$ cat src/rtl/dram_fifo64.sv
// rtl/dram_fifo64.sv - 64-deep synchronous FIFO on distributed LUT RAM
//
// Purpose: a small elastic buffer. The storage array has a synchronous write
// port and an asynchronous read port. The read side registers the word at
// rd_ptr when a pop is accepted, so RD_DATA arrives one clock after RD_EN.
//
// Ports:
//   CLK        clock; all state updates on the rising edge
//   RST_N      asynchronous active-low reset (release synchronous to CLK)
//   WR_EN      push request
//   WR_DATA    push data, WIDTH bits
//   FULL       registered; high when 64 words are held
//   RD_EN      pop request
//   RD_DATA    popped word, registered; holds its value between pops
//   RD_VALID   one-cycle pulse per accepted pop
//   EMPTY      registered; high when 0 words are held
//   LEVEL      occupancy 0..64, DEPTH_LOG2+1 bits
//   OVERFLOW   one-cycle pulse after a push requested while FULL
//   UNDERFLOW  one-cycle pulse after a pop requested while EMPTY
//
// DEPTH_LOG2 is meant to stay at 6 so the array maps onto 64-deep LUT RAM.

module dram_fifo64 #(
  parameter int WIDTH      = 8,
  parameter int DEPTH_LOG2 = 6
) (
  input  logic                  CLK,
  input  logic                  RST_N,
  input  logic                  WR_EN,
  input  logic [WIDTH-1:0]      WR_DATA,
  output logic                  FULL,
  input  logic                  RD_EN,
  output logic [WIDTH-1:0]      RD_DATA,
  output logic                  RD_VALID,
  output logic                  EMPTY,
  output logic [DEPTH_LOG2:0]   LEVEL,
  output logic                  OVERFLOW,
  output logic                  UNDERFLOW
);

  localparam int DEPTH = 1 << DEPTH_LOG2;

  localparam logic [DEPTH_LOG2-1:0] PTR_ONE   = 1;
  localparam logic [DEPTH_LOG2:0]   LEVEL_ONE = 1;
  localparam logic [DEPTH_LOG2:0]   LEVEL_MAX = DEPTH[DEPTH_LOG2:0];

  // Storage is never reset, matching LUT-RAM behaviour.
  logic [WIDTH-1:0] mem [DEPTH];

  logic [DEPTH_LOG2-1:0] wr_ptr;
  logic [DEPTH_LOG2-1:0] rd_ptr;
  logic [DEPTH_LOG2:0]   level_next;
  logic                  push_ok;
  logic                  pop_ok;

  // Acceptance uses the registered flags only. Because of that, a push and a
  // pop can never target the same slot in one cycle: equal pointers mean
  // LEVEL is 0 or 64, and either value blocks one of the two sides.
  assign push_ok = WR_EN & ~FULL;
  assign pop_ok  = RD_EN & ~EMPTY;

  always_comb begin
    level_next = LEVEL;
    if (push_ok && !pop_ok) begin
      level_next = LEVEL + LEVEL_ONE;
    end else if (pop_ok && !push_ok) begin
      level_next = LEVEL - LEVEL_ONE;
    end
  end

  always_ff @(posedge CLK) begin
    if (push_ok) begin
      mem[wr_ptr] <= WR_DATA;
    end
  end

  always_ff @(posedge CLK or negedge RST_N) begin
    if (!RST_N) begin
      wr_ptr    <= '0;
      rd_ptr    <= '0;
      LEVEL     <= '0;
      EMPTY     <= 1'b1;
      FULL      <= 1'b0;
      RD_DATA   <= '0;
      RD_VALID  <= 1'b0;
      OVERFLOW  <= 1'b0;
      UNDERFLOW <= 1'b0;
    end else begin
      if (push_ok) begin
        wr_ptr <= wr_ptr + PTR_ONE;
      end
      if (pop_ok) begin
        RD_DATA <= mem[rd_ptr];
        rd_ptr  <= rd_ptr + PTR_ONE;
      end
      RD_VALID  <= pop_ok;
      LEVEL     <= level_next;
      EMPTY     <= (level_next == '0);
      FULL      <= (level_next == LEVEL_MAX);
      OVERFLOW  <= WR_EN & FULL;
      UNDERFLOW <= RD_EN & EMPTY;
    end
  end

endmodule

$ cat config.mk
export PLATFORM = sky130hd
export DESIGN_NAME = dram_fifo64
export DESIGN_NICKNAME = d
export VERILOG_FILES = /design/src/rtl/dram_fifo64.sv
export SDC_FILE = /design/constraint.sdc
export NUM_CORES = 1
export LEC_CHECK = 0
export ABC_AREA = 1
export CELL_PAD_IN_SITES_DETAIL_PLACEMENT = 2
export CELL_PAD_IN_SITES_GLOBAL_PLACEMENT = 2
export CORE_MARGIN = 4
export CORE_UTILIZATION = 40
export CTS_BUF_LIST = sky130_fd_sc_hd__clkbuf_8 sky130_fd_sc_hd__clkbuf_16
export DETAILED_ROUTE_END_ITERATION = 6
export PLACE_DENSITY_LB_ADDON = 0.1
export SETUP_SLACK_MARGIN = 0.15
export SYNTH_ARGS = -nofsm -noshare
export SYNTH_HDL_FRONTEND = slang
export SYNTH_SLANG_ARGS = --single-unit
$ cat constraint.sdc
create_clock -name CLK -period 2.46 [get_ports CLK]
set_input_delay 0.615 -clock CLK [delete_from_list [all_inputs] [get_ports CLK]]
set_output_delay 0.615 -clock CLK [all_outputs]
set_load 0.02 [all_outputs]
Word-level counts from Yosys, hierarchy flattened

Memories as Yosys holds them, arrays and structs flattened. A register that Yosys moved wholly into a read port is not among the register bits.
Index checks and enable logic that the tools add are counted.

Word-level logic and storage cells: 30
Output and inout bits: 20
Bits in registers: 24
Input bits: 12
RAM bits: 512
Memories: 1

Bitwise operators: 6
Add/sub/neg operators: 4
Reductions and logical operators: 6
Equal/unequal tests: 1
Muxes and demuxes: 4

Memories:

| name | words | width | read ports | clocked after memory_dff | wr ports | line | source |
|---|---|---|---|---|---|---|---|
| mem  | 64    | 8     | 1          | 1                        | 1        | 48   | `logic [WIDTH-1:0] mem [DEPTH];` |

Operators by type and width:

| operator            | count |
|---|---|
| $mux 7              | 2 |
| $add 6x1->6 const B | 2 |
| $add 7x1->7 const B | 1 |
| $eq 7x7->1 const B  | 1 |
| $logic_not 7->1     | 1 |
| $sub 7x1->7 const B | 1 |
| $and 1x1->1         | 4 |
| $logic_not 1->1     | 3 |
| $logic_and 1x1->1   | 2 |
| $mux 1              | 2 |
| $not 1->1           | 2 |

Logic depth before layout (Yosys ltp)

Gate-level depths: netlist of the first run.

Word-level depth: 7
Gate-level depth with buffers: 14
Gate-level depth less buffers: 12

Least setup slack after synthesis of the first run

OpenSTA, ideal clock, no wires.

Kind: input to register
Start: input port WR_EN
End: memory mem[48][0], enable pin
Data required time: 2.090 ns
Setup time: 0.370 ns
Buffers on the path: 1
Path slack: 0.356 ns
Cell stages on the path: 5
Arrival: 1.734 ns
Path through: nand2_1 -> inv_1 -> buf_2 -> nand3_1 -> nor2_1

Longest elaborated chain between the ends: 3

Ends and longest elaborated chain:

| item                         | line | source |
|---|---|---|
| start, declared              | 29   | `input logic WR_EN,` |
| $and 1x1->1                  | 59   | `assign push_ok = WR_EN & ~FULL;` |
| $mux 1                       | 72   | `if (push_ok) begin` |
| $mux 1 (implied by the code) | 73   | `mem[wr_ptr] <= WR_DATA;` |
| end, declared                | 48   |  |

No other way between the ends.

==> results of run 1 <==
## registers in the layout, indices dropped and copies added (netlist names)
register and count:
EMPTY 1, FULL 1, LEVEL 7, OVERFLOW 1, RD_DATA 8, RD_VALID 1
UNDERFLOW 1, mem 512, rd_ptr 6, wr_ptr 6
## metal layers
| metal | vias up | GRT usage, % | share of wire, % |
|---|---|---|---|
| met2 | 425 | 42.1 | 49 |
| met1 | 8467 | 33.9 | 45 |
| li1 | 7451 | - | - |
| met5 | - | 0 | 0 |
| met4 | 0 | 5.55 | 2.0 |
| met3 | 93 | 3.10 | 4.7 |
## final cells by class
type,count,area share [%]
inverters,202,2.87
repair inverters,1,0.0324
multi-input cells,1322,21.0
well taps,756,3.50
clock buffers,68,5.96
repair buffers,160,5.96
clock inverters,44,0.851
flip-flops and latches,544,59.8
## power by group
part,total (mW),switching (mW),internal [mW]
combinational,11.5,8.27,3.26
sequential,11.1,0.442,10.7
clock,8.43,3.68,4.75
## Yosys cell counts, drive strengths merged, types with 5 or more instances
cell	instances	area share, %
nor3	5	0.13
clkbuf	23	0.37
nor2	167	2.7
nand3	288	6.2
edfxtp	512	66
inv	201	3.3
xor2	14	0.53
buf	84	2.0
nand2	763	12
dfrtp	31	3.4
o21ai	18	0.39
o211ai	24	0.78
a21oi	33	0.71
## per-stage QoR
step | hold WS [ns] | setup slack, ns
5_1_grt | 0.475 | 0.150
3_5_place_dp | 0.488 | -0.0284
4_1_cts | 0.433 | 0.159
3_3_place_gp | 0.468 | 0.0821
6_report | 0.454 | 0.219
2_1_floorplan | 0.319 | 0.356
## worst max-delay path by stage
| stage | slack, ns | end | cells past startpoint | start |
|---|---|---|---|---|
| final | 0.22 | RD_DATA[3] | 11 | rd_ptr[0] |
| after global routing | 0.15 | RD_DATA[7] | 12 | rd_ptr[0] |
| after CTS | 0.16 | RD_DATA[6] | 11 | rd_ptr[0] |
| after detailed placement | -0.03 | mem[36][1] | 8 | WR_EN |
| after global placement | 0.08 | mem[29][5] | 8 | WR_EN |
| after floorplan | 0.36 | mem[48][0] | 5 | WR_EN |
## logic make-up after synthesis
group / Yosys count / share of synthesized area [%]
adder cells (fa/ha/maj): 4 / 0.216
buffers and inverters: 309 / 5.68
flip-flops: 544 / 69.9
AND/OR/NAND/NOR: 1227 / 21.7
XOR/XNOR: 15 / 0.568
AO/OA/AOI/OAI: 76 / 1.92
## repair_timing
action                                 in CTS  in global routing
endpoints found under the hold margin      13                  0
hold buffers                                1                  0
gates cloned                                0                  3
setup endpoints to repair                  15                  8
buffers inserted                            0                  1
resized for setup                          15                 13
==> run summary, run 1 <==
================================================================================
IO Port Bufs                                                                  31
Instance count after placement with tap cells included                     2,980
Final estimated routing congestion in global placement                     0.810
Power Dens Cells                                                     1150 nW/µm²
Post-route insts no fill                                                   3,097
Layout area overhead                                                       16.9%
Top delay family on crit path                                       simple AND/OR/NAND/NOR gates
Primary FF master, synth                                            sky130_fd_sc_hd__edfxtp_1
Tmin final                                                               2.24 ns
Count of synthesis-stage warnings from yosys                                   0
Number of nets with antenna violations after routing                           0
Starting Density                                                           40.7%
R2R depth                                                                     11
Destination of the worst register-to-register timing path             RD_DATA[3]
Pin count of the biggest net entering global routing                         125
Static leakage                                                           10.9 nW
Final routed wirelength across all metal layers                          78.8 mm
Final HPWL from detailed placement                                       49.0 mm
H-tree depth                                                                   2
Final hold vios                                                                0
Clock Path Buffers                                                             3
Final clock period utilization by the worst path                           91.1%
Delay of the slowest critical-path stage                                 0.52 ns
Average cell area after synthesis                                       10.6 µm²
Number of standard-cell rows in the floorplan                                 87
Vias                                                                      16,400
Die area                                                              61,800 µm²
Final standard cell area without fillers                              27,000 µm²
Commonest non-fill, non-tap cells in the layout                     sky130_fd_sc_hd__nand2_1 (760), sky130_fd_sc_hd__edfxtp_1 (512), sky130_fd_sc_hd__nand3_1 (288)
Count of cell types in the netlist                                            31
Startpoint of the worst register-to-register path                      rd_ptr[0]
Most common cell after layout, fill and taps aside                  sky130_fd_sc_hd__nand2_1
Wire length of the first global-routing pass                              115 mm
Rel. slew slack                                                            60.0%
Total nets after synthesis                                                 2,191
Number of slew-limit violations in the final report                            0
Clock-pin transition on the worst setup and hold timing paths            0.06 ns
Initial antenna violation count                                                0
Sequential cell area fraction in the yosys report                          69.9%
Number of buffers and inverters on the critical path                           1
DRC violation count after routing                                              0
Clock tree from TritonCTS                                                  built
Highest net fanout along the worst path                                       36
Number of enable-type register cells in the synthesized netlist              512
Crit path cell chain                                                buf_4, nand2_1, nand2_1, nand2_1, a21oi_1, nor2_1, nand2_1, nand3_1, nand2_1, nand2_1, nand2_1
Diodes inserted                                                                0
Filler cell count in the final layout                                      5,885
Count of pins on the block boundary                                           32
Initial detailed-routing violation count                                   1,422
Core Util, Final                                                           47.6%
Area of the core                                                      56,800 µm²
Cell repeated most along the worst path                             sky130_fd_sc_hd__nand2_1
Total power consumption of the routed design                             31.1 mW
Result of the run                                                      completed
Setup crit end kind                                                         flop
DR pass1 iterations                                                            5
Share of async-settable or async-resettable flops after synthesis          5.88%
Vertical die dimension                                                    249 µm
Synthesized instance count                                                 2,175
Average wire per standard cell                                           25.4 µm
Final total negative setup slack                                            0 ns
Global-route congestion overflow total                                         0
Synth Register Bits                                                          544
Standard cell with the maximum stage delay on the critical path     sky130_fd_sc_hd__dfrtp_4
Data arrival time of the critical path                                   2.80 ns
Area used by multi-input combinational logic                            5670 µm²
VDD IR max                                                                715 µV
Overall track demand over capacity in global routing                       24.6%
Maximum frequency from static timing analysis                            446 MHz
Clock skew                                                             0.0289 ns
Maxcap violations                                                              0
Netlist area before placement                                         23,100 µm²
RSZ-0062 raised after global routing                                          no
Ratio of routed vias to standard cells                                      5.31
Setup violations, final                                                        0
Slew of the pin with the lowest slew margin                             0.598 ns
Critical path data required time                                         3.02 ns
R2R setup slack                                                          0.22 ns
Root Driver                                                         sky130_fd_sc_hd__clkbuf_16
Die W                                                                     249 µm
Layout cells sized above 1                                                 10.3%
Sinks on the clock net                                                       544
CTS buffer count                                                              59
Type of the worst setup path                                        flop to flop
Number of global-route vias before repair                                 17,900
Placement Cell Area                                                   25,100 µm²
Register Area                                                         16,200 µm²
Class of the worst hold path                                        input pin to async pin
Final #Nets                                                                2,306
Clock Latency Late Sink                                                  0.63 ns
Crit path launch type                                                       flop
================================================================================
Power figures use the tool's default switching activity.
==> inputs of run 2 (changes only) <==
Settings changed: CTS_CLUSTER_SIZE set to 30.
==> results of run 2 <==
Same layout as run 1: the final DEF is identical, and so are final timing and power.
==> variant (config.mk and constraints of run 1) <==
Make the reset (`RST_N`) synchronous in one clocked block. Comments in the files are not updated.
--- a/src/rtl/dram_fifo64.sv
+++ b/src/rtl/dram_fifo64.sv
@@ -74,7 +74,7 @@
     end
   end
 
-  always_ff @(posedge CLK or negedge RST_N) begin
+  always_ff @(posedge CLK) begin
     if (!RST_N) begin
       wr_ptr    <= '0;
       rd_ptr    <= '0;
Behaviour: differs if RST_N is asserted again (counterexample within 4 cycles, from zero or initial values and one cycle with RST_N low); with RST_N held inactive, the same outputs for 4 cycles.
==> variant against run 1 <==
Sequential cell count stayed put. Wire length is 3.7% higher. Final cell count is 0.68% higher. Synthesized cell count is 0.32% higher. Setup slack worse by 3.8 ps. Area after synthesis is 0.82% lower. Critical path depth is 10 lower. Via count is 1.9% higher. Cell area is 0.15% higher. Highest routed layer unchanged.
Power is not compared: it rests on default switching activity, and its combinational part moved more than twofold at a synthesized area within 25%.
==> variant: results <==
[synthesis]
netlist_top_cells_count = 666 x nand2_1, 512 x edfxtp_1, 287 x nand3_1, 250 x nor2_1, 169 x inv_1
seq_area_frac_synth_pct = 69.79
async_flop_share_pct = 0
synth_xor_area_share_pct = 0.1145
synth_compound_area_share_pct = 2.492
yosys-top-cells-area = edfxtp_1 67%, nand2_1 11%, nand3_1 6.3%
synthAdderAreaFrac_pct = 0.2181
syn_area_per_cell_um2 = 10.52
postSynthNetCount = 2198
synth_mux_area_share_pct = 0
synthDistinctLibCells = 32

[layout]
fill_cells = 5804
drive_above_1_share_pct = 10.97
nets = 2326

[worst_setup_path]
endpoint = RD_DATA[2]
rrSetupSlack_ps = 280
regToRegEndpoint = RD_DATA[1]
cpPeakStageDelay_ps = 630
path_delay_family = buffers and inverters
cp_data_arrival_time_ps = 1630
reg2reg_depth = 13
slowest_stage = clkdlybuf4s50_1
critPathMaxFanout = 2
regToRegStartpoint = rd_ptr[0]
setup.worst_path.start = RD_DATA[2]

[global_route]
grt_max_degree = 73
grt_pass1_wl_mm = 119.8
antenna_found_initial = 1
grtUsageTotal_pct = 26.64

[placement]
hpwl_mm = 51.97
dp_worst_setup_slack_ps = -101.4
place.gp.congestion = 0.8093
dp_cells = 3004

[detailed_routing]
drtIter0Drc = 1236
drtPass1Iterations = 6
wire_per_inst_um = 26.19
viasPerCell = 5.373
vias = 16754

[sta]
finClkSkew_ps = 26.49
fmax_ghz = 0.4454
slew-limit-headroom_pct = 53.34

[outcome]
status = finished, final reports clean

[worst_hold_path]
hold_path.class = in -> reg
==> variant: metal layers <==
layer | vias to the layer above | share of wire (%) | global-route usage, %
li1 | 7558 | - | -
met1 | 8622 | 41 | 33.51
met2 | 417 | 50 | 46.88
met3 | 157 | 4.4 | 4.116
met4 | 0 | 3.8 | 9.457
met5 | - | 0 | 0
==> variant: timing repair <==
action	in CTS	in global routing
setup endpoints to repair	12	5
setup buffers	1	0
gates cloned	0	0
gates resized for setup	11	6
==> variant: how the worst min path moves through the flow <==
stage	start	to	slack (ps)	cells after the start
floorplan	rd_ptr[3]	rd_ptr[3]	470	1
global placement	rd_ptr[3]	rd_ptr[3]	500	1
detailed placement	FULL	OVERFLOW	540	2
CTS	WR_DATA[6]	mem[12][6]	450	2
global route	WR_DATA[6]	mem[7][6]	460	2
finish	WR_DATA[6]	mem[7][6]	470	2
==> variant: cells by family (layout without fill, tap and decap cells) <==
family                   Yosys count  after routing
other                              0              1
AND/OR/NAND/NOR                 1233           1233
adder cells (fa/ha/maj)            4              4
AO/OA/AOI/OAI                    110            110
XOR/XNOR                           3              3
flip-flops                       544            544
buffers and inverters            288            467
==> variant: area by class of cell <==
class	count	area, um2	share of cell area, %
inverter	176	668.1	2.467
timing repair buffer	179	1705	6.297
multi-input combinational	1350	5758	21.26
clock buffer	62	1518	5.604
antenna	1	2.502	0.009240
sequential	544	16020	59.16
clock inverter	50	461.7	1.705
tap	756	945.9	3.493
==> variant: per-stage QoR <==
stage          instance area, um2  util [%]
4_1_cts                     27060     47.80
3_5_place_dp                25080     44.31
2_1_floorplan               22950         -
6_report                    27080     47.84
5_1_grt                     27080     47.84
3_3_place_gp                25080     44.31
==> variant: where the power goes <==
group	switching (mW)	internal [mW]
clock network	3.79	5.38
registers	0.126	10.2
logic	2.64	1.10
total	6.56	16.7
